$ cat src/rtl/npc_predict.sv
// npc_predict -- next-PC generator for the IF stage.
//
// The next fetch PC is predicted from a direct-mapped branch target buffer
// (BTB) with 2-bit saturating direction counters. An optional return-address
// stack (RAS) supplies targets for entries marked as returns. Halt and
// CP0/mispredict redirects always take priority over any prediction.
//
// Build option:
//   NPC_RAS_EN  defined   -> the RAS is built, and is_ret entries predict from
//                            the RAS top when the RAS is non-empty.
//               undefined -> there is no RAS. Call and ret flags are ignored,
//                            is_ret is stored as 0, and every prediction uses
//                            the BTB target.
//
// Parameters:
//   BTB_DEPTH  BTB entries (power of two, 2..256)
//   RAS_DEPTH  RAS entries (power of two, 2..16), used only with NPC_RAS_EN
//   HALT_ADDR  PC at which fetch holds
//
// Ports:
//   clk, reset                 clock, asynchronous active-high reset
//   pc                         current fetch PC (word-aligned)
//   redirect, redirect_pc      redirect request and its target
//   upd_valid                  resolved control-transfer update this cycle
//   upd_slot_pc                delay-slot address, used as the BTB key
//   upd_taken, upd_target      resolved direction and target
//   upd_is_call, upd_is_ret    call (push slot+4) and return (pop) markers
//   npc                        next fetch PC (combinational)
//   pred_hit                   BTB tag hit on pc
//   pred_taken                 npc came from a BTB/RAS prediction
module npc_predict #(
  parameter int          BTB_DEPTH = 16,
  parameter int          RAS_DEPTH = 4,
  parameter logic [31:0] HALT_ADDR = 32'h0000_417c
) (
  input  logic        clk,
  input  logic        reset,
  input  logic [31:0] pc,
  input  logic        redirect,
  input  logic [31:0] redirect_pc,
  input  logic        upd_valid,
  input  logic [31:0] upd_slot_pc,
  input  logic        upd_taken,
  input  logic [31:0] upd_target,
  input  logic        upd_is_call,
  input  logic        upd_is_ret,
  output logic [31:0] npc,
  output logic        pred_hit,
  output logic        pred_taken
);

  localparam int IDX   = $clog2(BTB_DEPTH);
  localparam int TAG_W = 30 - IDX;

  function automatic logic [1:0] sat_inc(input logic [1:0] c);
    return (c == 2'b11) ? c : c + 2'b01;
  endfunction

  function automatic logic [1:0] sat_dec(input logic [1:0] c);
    return (c == 2'b00) ? c : c - 2'b01;
  endfunction

  // BTB storage. Only valid/ctr/is_ret are reset; tag and target are
  // meaningless while valid is clear.
  logic             valid_q [BTB_DEPTH];
  logic             valid_d [BTB_DEPTH];
  logic [TAG_W-1:0] tag_q   [BTB_DEPTH];
  logic [TAG_W-1:0] tag_d   [BTB_DEPTH];
  logic [29:0]      tgt_q   [BTB_DEPTH];
  logic [29:0]      tgt_d   [BTB_DEPTH];
  logic [1:0]       ctr_q   [BTB_DEPTH];
  logic [1:0]       ctr_d   [BTB_DEPTH];
  logic             ret_q   [BTB_DEPTH];
  logic             ret_d   [BTB_DEPTH];

  logic [IDX-1:0]   l_idx, u_idx;
  logic [TAG_W-1:0] l_tag, u_tag;
  logic             l_hit, l_pred, u_hit;
  logic             is_ret_eff;
  logic             ras_nonempty;
  logic [31:0]      ras_top;

  assign l_idx = pc[IDX+1:2];
  assign l_tag = pc[31:IDX+2];
  assign u_idx = upd_slot_pc[IDX+1:2];
  assign u_tag = upd_slot_pc[31:IDX+2];

  // Lookup reads the registered state only, so a same-cycle update to the
  // same index is not bypassed.
  assign l_hit  = valid_q[l_idx] && (tag_q[l_idx] == l_tag);
  assign l_pred = l_hit && ctr_q[l_idx][1];
  assign u_hit  = valid_q[u_idx] && (tag_q[u_idx] == u_tag);

`ifdef NPC_RAS_EN
  localparam int            PW       = $clog2(RAS_DEPTH);
  localparam logic [PW:0]   RAS_FULL = (PW+1)'(RAS_DEPTH);

  // Circular stack: ras_ptr_q is the next free slot, the top is one below.
  logic [31:0]   ras_q [RAS_DEPTH];
  logic [31:0]   ras_d [RAS_DEPTH];
  logic [PW-1:0] ras_ptr_q, ras_ptr_d, ras_top_idx;
  logic [PW:0]   ras_cnt_q, ras_cnt_d;

  assign is_ret_eff   = upd_is_ret;
  assign ras_nonempty = (ras_cnt_q != '0);
  assign ras_top_idx  = ras_ptr_q - PW'(1);
  assign ras_top      = ras_q[ras_top_idx];

  // Pop first, then push, so call+ret together replaces the top. A push
  // onto a full stack overwrites the oldest entry and the count saturates.
  always_comb begin
    ras_d     = ras_q;
    ras_ptr_d = ras_ptr_q;
    ras_cnt_d = ras_cnt_q;
    if (upd_valid) begin
      if (upd_is_ret && (ras_cnt_d != '0)) begin
        ras_ptr_d = ras_ptr_d - PW'(1);
        ras_cnt_d = ras_cnt_d - (PW+1)'(1);
      end
      if (upd_is_call) begin
        ras_d[ras_ptr_d] = upd_slot_pc + 32'd4;
        ras_ptr_d        = ras_ptr_d + PW'(1);
        if (ras_cnt_d != RAS_FULL) ras_cnt_d = ras_cnt_d + (PW+1)'(1);
      end
    end
  end

  always_ff @(posedge clk or posedge reset) begin
    if (reset) begin
      ras_ptr_q <= '0;
      ras_cnt_q <= '0;
    end else begin
      ras_ptr_q <= ras_ptr_d;
      ras_cnt_q <= ras_cnt_d;
    end
  end

  always_ff @(posedge clk) begin
    ras_q <= ras_d;
  end
`else
  logic unused_ras;
  assign unused_ras   = upd_is_call ^ upd_is_ret;
  assign is_ret_eff   = 1'b0;
  assign ras_nonempty = 1'b0;
  assign ras_top      = '0;
`endif

  logic unused_bits;
  assign unused_bits = ^{pc[1:0], upd_slot_pc[1:0], upd_target[1:0]};

  always_comb begin
    valid_d = valid_q;
    tag_d   = tag_q;
    tgt_d   = tgt_q;
    ctr_d   = ctr_q;
    ret_d   = ret_q;
    if (upd_valid) begin
      if (u_hit) begin
        if (upd_taken) begin
          ctr_d[u_idx] = sat_inc(ctr_q[u_idx]);
          tgt_d[u_idx] = upd_target[31:2];
          ret_d[u_idx] = is_ret_eff;
        end else begin
          ctr_d[u_idx] = sat_dec(ctr_q[u_idx]);
        end
      end else if (upd_taken) begin
        // A taken miss replaces whatever occupies the index, weakly taken.
        valid_d[u_idx] = 1'b1;
        tag_d[u_idx]   = u_tag;
        tgt_d[u_idx]   = upd_target[31:2];
        ctr_d[u_idx]   = 2'b10;
        ret_d[u_idx]   = is_ret_eff;
      end
    end
  end

  always_ff @(posedge clk or posedge reset) begin
    if (reset) begin
      for (int i = 0; i < BTB_DEPTH; i++) begin
        valid_q[i] <= 1'b0;
        ctr_q[i]   <= 2'b00;
        ret_q[i]   <= 1'b0;
      end
    end else begin
      valid_q <= valid_d;
      ctr_q   <= ctr_d;
      ret_q   <= ret_d;
    end
  end

  always_ff @(posedge clk) begin
    tag_q <= tag_d;
    tgt_q <= tgt_d;
  end

  always_comb begin
    npc        = pc + 32'd4;
    pred_taken = 1'b0;
    if (pc == HALT_ADDR) begin
      npc = pc;
    end else if (redirect) begin
      npc = redirect_pc;
    end else if (l_pred) begin
      pred_taken = 1'b1;
      if (ret_q[l_idx] && ras_nonempty) npc = ras_top;
      else                              npc = {tgt_q[l_idx], 2'b00};
    end
  end

  assign pred_hit = l_hit;

endmodule
$ cat config.mk
export PLATFORM = sky130hd
export DESIGN_NAME = npc_predict
export DESIGN_NICKNAME = d
export VERILOG_FILES = /design/src/rtl/npc_predict.sv
export SDC_FILE = /design/constraint.sdc
export NUM_CORES = 1
export LEC_CHECK = 0
export CORE_UTILIZATION = 60
export CTS_CLUSTER_SIZE = 25
export DETAILED_ROUTE_END_ITERATION = 6
export GPL_TIMING_DRIVEN = 0
export PLACE_DENSITY = 0.79
export SYNTH_ARGS = -nofsm -noshare
export SYNTH_HDL_FRONTEND = slang
export SYNTH_SLANG_ARGS = --single-unit
$ cat constraint.sdc
create_clock -name clk -period 6.4 [get_ports clk]
set_input_delay 1.28 -clock clk [delete_from_list [all_inputs] [get_ports clk]]
set_output_delay 1.28 -clock clk [all_outputs]
set_load 0.005 [all_outputs]
Yosys cells after proc, flatten, opt, wreduce, memory -nomap -nowiden:

Index checks and enable logic that the tools add are counted.

* register bits after elaboration: 944
* bits in latches: 0
* memory bits (writable): 0
* bits in read-only memories: 0
* bits of input ports: 135
* output and inout bits: 34
* word-level logic and storage cells: 134
* memories kept: 0

* $add $sub $neg: 3
* multipliers: 0
* divide/modulo/power cells: 0
* $lt $le $gt $ge: 3
* eq/ne operators: 4
* shift operators: 0
* mux-type cells: 44
* bitwise gates (word level): 7
* reduce and logical (&&, ||, !) cells: 9

Operators with widths (number)
* bitwise mux 480 bit: 1
* bitwise mux 416 bit: 1
* binary-select mux 26 bit (select 4 bit): 2
* two-way mux 32 bit: 6
* two-way mux 26 bit: 5
* binary-select mux 30 bit (select 4 bit): 1
* demux 30 bit (select 4 bit): 1
* demux 26 bit (select 4 bit): 1
* two-way mux 30 bit: 3
* bitwise mux 32 bit: 2
* == test 26 bit: 2
* adder 32 x 3 -> 32 bit, second input constant: 1
* == test 32 x 15 -> 1 bit, second input constant: 1
* bitwise OR 16 bit: 2
* bitwise AND 16 bit: 1
* binary-select mux 2 bit (select 4 bit): 2
* NOT 16 bit: 1
* two-way mux 2 bit: 7
* >= comparator 5 bit, second input constant: 2
* NOT 4 -> 5 bit: 2
* binary-select mux 1 bit (select 4 bit): 2
* demux 2 bit (select 4 bit): 1
* two-way mux 1 bit: 8
* less-than comparator 5 x 1 -> 1 bit, second input constant: 1
* 10 further kinds: 14

Logic depth before layout (Yosys ltp):

* depth after elaboration: 10
* depth in mapped cells: 16
* gate-level depth less buffers: 8

Worst setup path after synthesis:

Ideal clock, no wire load.

* path kind: in2reg
* start point: input port upd_slot_pc[4]
* end point: register tag_q[286] in the netlist's numbering (enable)
* arrival time: 5847 ps
* slack: 168 ps
* cell stages on the path: 7
* cells stage by stage: clkbuf_1 -> buf_1 -> clkbuf_1 -> nor2b_1 -> nand3_1 -> nor3_1 -> and2_1

* cells in the longest elaborated chain, start to end: 8
* elaborated cells on any way between the ends: 11
* those cells by class: 1 x eq/ne; 6 x mux; 2 x bitwise; 2 x reduce/logical

RTL lines
* from (decl): RTL line 42 `input logic [31:0] upd_slot_pc,`
* NOT 4 -> 5 bit *
* binary-select mux 26 bit (select 4 bit): RTL line 92 `assign u_hit = valid_q[u_idx] && (tag_q[u_idx] == u_tag);`
* two-way mux 26 bit (not written as such) (2 in series): RTL line 92
* == test 26 bit: RTL line 92
* logical AND 1 bit *: RTL line 92
* NOT 1 bit (no line) *
* AND reduction 3 bit (no line) *
* to (signal assigned): RTL line 193 `tag_q <= tag_d;`
* to (decl): RTL line 67 `logic [TAG_W-1:0] tag_q [BTB_DEPTH];`

Mark *: on every way between the ends. The rest lies on a longest branch, timed or not. The select of a mux whose other input is x is not followed.
A chain may end at the register's enable or synchronous reset.

Final worst setup path:

* start point: input port pc[3]
* end point: output port npc[3]

* cells in the longest elaborated chain, start to end: 10
* elaborated cells on any way between the ends: 21
* those cells by class: 1 x add/sub; 2 x eq/ne; 15 x mux; 1 x bitwise; 2 x reduce/logical

RTL lines
* from (decl): RTL line 38 `input logic [31:0] pc,`
* NOT 4 -> 5 bit (not written as such): RTL line 90, 91, 207
* binary-select mux 26 bit (select 4 bit): RTL line 90 `assign l_hit = valid_q[l_idx] && (tag_q[l_idx] == l_tag);`
* two-way mux 26 bit (not written as such) (2 in series): RTL line 90
* == test 26 bit: RTL line 90
* logical AND 1 bit: RTL line 90
* logical AND 1 bit: RTL line 91 `assign l_pred = l_hit && ctr_q[l_idx][1];`
* two-way mux 32 bit: RTL line 204 `end else if (l_pred) begin`
* two-way mux 32 bit: RTL line 202 `end else if (redirect) begin`
* two-way mux 32 bit *: RTL line 200 `if (pc == HALT_ADDR) begin`
* to (decl): RTL line 47 `output logic [31:0] npc,`

Marked as above.

==> impl_metrics.tcl <==
set metrics [dict create \
    status "completed" \
    criticalPathCategory "in2out" \
    drt-initial-drc-count 4478 \
    period_share_pct 99.63 \
    gp_congestion 0.9931 \
    crit_start "pc[3]" \
    hold_violations 0 \
    regToRegSetupSlack_ps 1600 \
    r2r-start "tag_q[383]$_DFFE_PP_" \
    critPathRequiredTime_ps 5120 \
    leakagePower_nw 17.33 \
    row_count 97 \
    firstDrtPassIters 7 \
    cts_buffer_depth 3 \
    antenna_found_initial 8 \
    crit_fanout 10 \
    path_depth 16 \
    port-buffer-count 149 \
    cp_top_family "buffers and inverters" \
    cts_buffers 95 \
    io_pins 169 \
    die_area_sq_mm 0.07275 \
    critPathCapture "npc[3]" \
    clock.fmax_mhz 156.8 \
    core_area_sq_mm 0.07051 \
    endpoint_kind "primary output" \
    clk_latency_ps 700 \
    min_period_ps 6376 \
    cts.sinks 944 \
    utilization_pct 72.43 \
    finalClockSkew_ps 39.70 \
    hold_depth 1 \
    die_h_um 269.7 \
    path_common_cell "buf_6" \
    first_global_vias 27550 \
    slowest_delay_ps 630 \
    cp_num_buf_inv 8 \
    power_w 0.01392 \
    slew_violations 0 \
    synth-seq-cells 944 \
    vias 27600 \
    syn_inst 2407 \
    syn_area_sq_mm 0.04301 \
    rr_endpoint "tag_q[357]$_DFFE_PP_" \
    fp.dieW_um 269.7 \
    cts-root-buf "clkbuf_16" \
    synth_cell_types 73 \
    wl_per_cell_um 36.15 \
    path_cells "buf_2, buf_6, buf_8, buf_6, mux4_2, mux4_2, xnor2_2, nand4_1, nor3_1, o21a_2, buf_4, and3_4, buf_6, buf_6, o211ai_1, clkdlybuf4s50_1" \
    fillers 4041 \
    routed_wl_mm 136.2 \
    worst_pin_slew_ps 1059 \
    worstPathArrival_ps 5100 \
    synth_edf_count 896 \
    ir_drop_mv 0.3205 \
    relSlewSlack_pct 29.39 \
    cts_tree "yes" \
    ys_async_sr_fraction_pct 5.085 \
    slowest_stage "mux4_2" \
    hold_start "valid_q[8]$_DFFE_PP0P_" \
    timing.hold.ws_ps 485.4 \
    synth_nets 2543 \
    ant_nets 0 \
    syn2layout_area_growth_pct 18.76 \
    grt_pass1_wl_mm 193.7 \
    crit_path_start_kind "input port" \
    hold_path_class "reg2reg" \
    nNetsFinal 2876 \
    setup_viol 0 \
    clkSlewWorstSetupHoldPaths_ps 60 \
    grt-ovfl-total 0 \
    grt.total_usage_pct 37.70 \
    grt_max_degree 42 \
    postCtsHoldBufs 0 \
    synth.avg_cell_area_sq_um 17.87 \
    htreeDepth 3 \
    ys.warnings.count 0 \
    initial_core_util_pct 60.99 \
    max_cap_viol_count 0 \
    drc 0 \
    synth_top_flop_cell "edfxtp_1" \
    place_hpwl_mm 91.70 \
    powerDensity_mw_per_mm2 272.6 \
    vias_per_cell 7.323 \
    drive_above_1_share_pct 28.01 \
    ys_seq_area_share_pct 65.35 \
    reg2reg_depth 11 \
]
[cells in the final DEF (no fill, tap or decap), types with 10 or more instances in the layout]
master           count
nand4_1             47
nor3_1              18
and2_1              10
nor2_1              52
clkbuf_16           96
clkinv_1            14
buf_6               71
xnor2_1             50
nor2_4              15
and3_1              15
dlymetal6s2s_1      21
nor3_2              15
mux4_2             310
o21ai_0             39
clkdlybuf4s50_1    117
a21oi_1             29
inv_1               60
a21o_1              16
buf_4               35
xor2_1              19
clkbuf_1            69
buf_2               21
clkbuf_2            15
clkinv_2            15
mux2_2              23
nand3_1             51
diode_2             12
mux2i_1            152
o21a_1              12
a221oi_1            32
a22oi_1             33
nor2b_1             11
edfxtp_1           896
dfrtp_1             48
buf_12              31
clkbuf_8            10
nand2_1             76
o221ai_2            10
clkbuf_4            14
buf_8               18
[kinds of logic (layout without fill, tap and decap cells)]
group | count (synthesis) | count (layout) | share of synthesized area (%)
simple gates | 373 | 373 | 4.506
compound gates | 277 | 277 | 4.940
buf+inv | 234 | 644 | 2.557
xor+xnor | 78 | 78 | 1.588
other cells | 0 | 12 | 0
fa+ha+maj | 3 | 3 | 0.07564
flops | 944 | 944 | 65.35
mux | 498 | 498 | 20.98
[worst reg2reg max path, cell delays in order, from the launching register on]
cell and delay (ps):
edfxtp_1 400, mux4_1 530, mux4_2 480, xnor2_1 580
nand4_1 300, or4b_1 680, nor3_2 420, clkbuf_2 440
nor3_2 190, buf_6 210, buf_6 160, buf_6 160
[flip-flops by register name (all words and copies together) (netlist names)]
register	count
tgt_q	480
valid_q	16
tag_q	416
ctr_q	32
[metrics by stage]
stage	TNS (ps)	instances	area (sq um)	worst slack (ps)
global placement	-2209710	3496	45680	-5271
detailed placement	-300770	3569	46850	-2747
global route	-38.18	3760	51050	-17.43
CTS	0	3751	50830	0.5125
finish	0	3769	51080	23.70
floorplan	0	2407	43010	168.2
[report_power, final]
part | internal, W | total (W) | switching (W)
combinational | 0.000573 | 0.00136 | 0.000791
clock | 0.00320 | 0.00565 | 0.00245
sequential | 0.00686 | 0.00691 | 0.0000509
total | 0.0106 | 0.0139 | 0.00329
[repair_timing]
action                                 4_1_cts  5_1_grt
endpoints found under the hold margin        0        0
pin swaps                                    8        9
setup endpoints to repair                  244      129
buffers inserted                             9        8
resized for setup                          267       47
gates cloned                                 1        0
[cell type report]
class / count / area (sq um) / area share, %
repair buffers: 240 / 2689 / 5.264
well taps: 940 / 1176 / 2.303
diodes: 12 / 30.03 / 0.05879
inverters: 66 / 252.7 / 0.4948
clock buffers: 126 / 2595 / 5.081
multi-input cells: 1229 / 14410 / 28.21
clock inverters: 48 / 539.3 / 1.056
plain buffers: 164 / 1277 / 2.501
flip-flops and latches: 944 / 28110 / 55.03
[how the worst min path moves through the flow]
stage and endpoint:
2_1_floorplan valid_q[8]$_DFFE_PP0P_, 3_3_place_gp valid_q[15]$_DFFE_PP0P_, 3_5_place_dp valid_q[2]$_DFFE_PP0P_, 4_1_cts valid_q[8]$_DFFE_PP0P_
5_1_grt valid_q[5]$_DFFE_PP0P_, 6_report valid_q[8]$_DFFE_PP0P_
[metal layers]
metal / GRT usage (%) / wire, um / vias to the layer above
li1: - / - / 10710
met1: 48.40 / 45690 / 13950
met2: 59.33 / 64140 / 2418
met3: 10.36 / 18400 / 519
met4: 19.47 / 7917 / 6
met5: 0.9211 / 90 / -
[Yosys cell counts (15+ instances only)]
master,count,area (sq um)
edfxtp_1,896,26910
mux4_2,310,6982
mux2i_1,157,1572
clkbuf_1,81,304.0
nand2_1,78,292.8
nor2_1,67,251.5
inv_1,63,236.5
xnor2_1,59,516.8
nand3_1,51,255.2
dfrtp_1,48,1201
nand4_1,47,294.0
a221oi_1,42,367.9
buf_2,41,205.2
o21ai_0,39,195.2
a21oi_1,37,185.2
nor3_1,34,170.2
a22oi_1,33,247.7
mux2_2,23,259.0
buf_4,19,142.6
xor2_1,19,166.4
a21o_1,16,120.1
and3_1,16,100.1
buf_1,16,60.06
and2_1,15,93.84
Power figures use the tool's default switching activity.
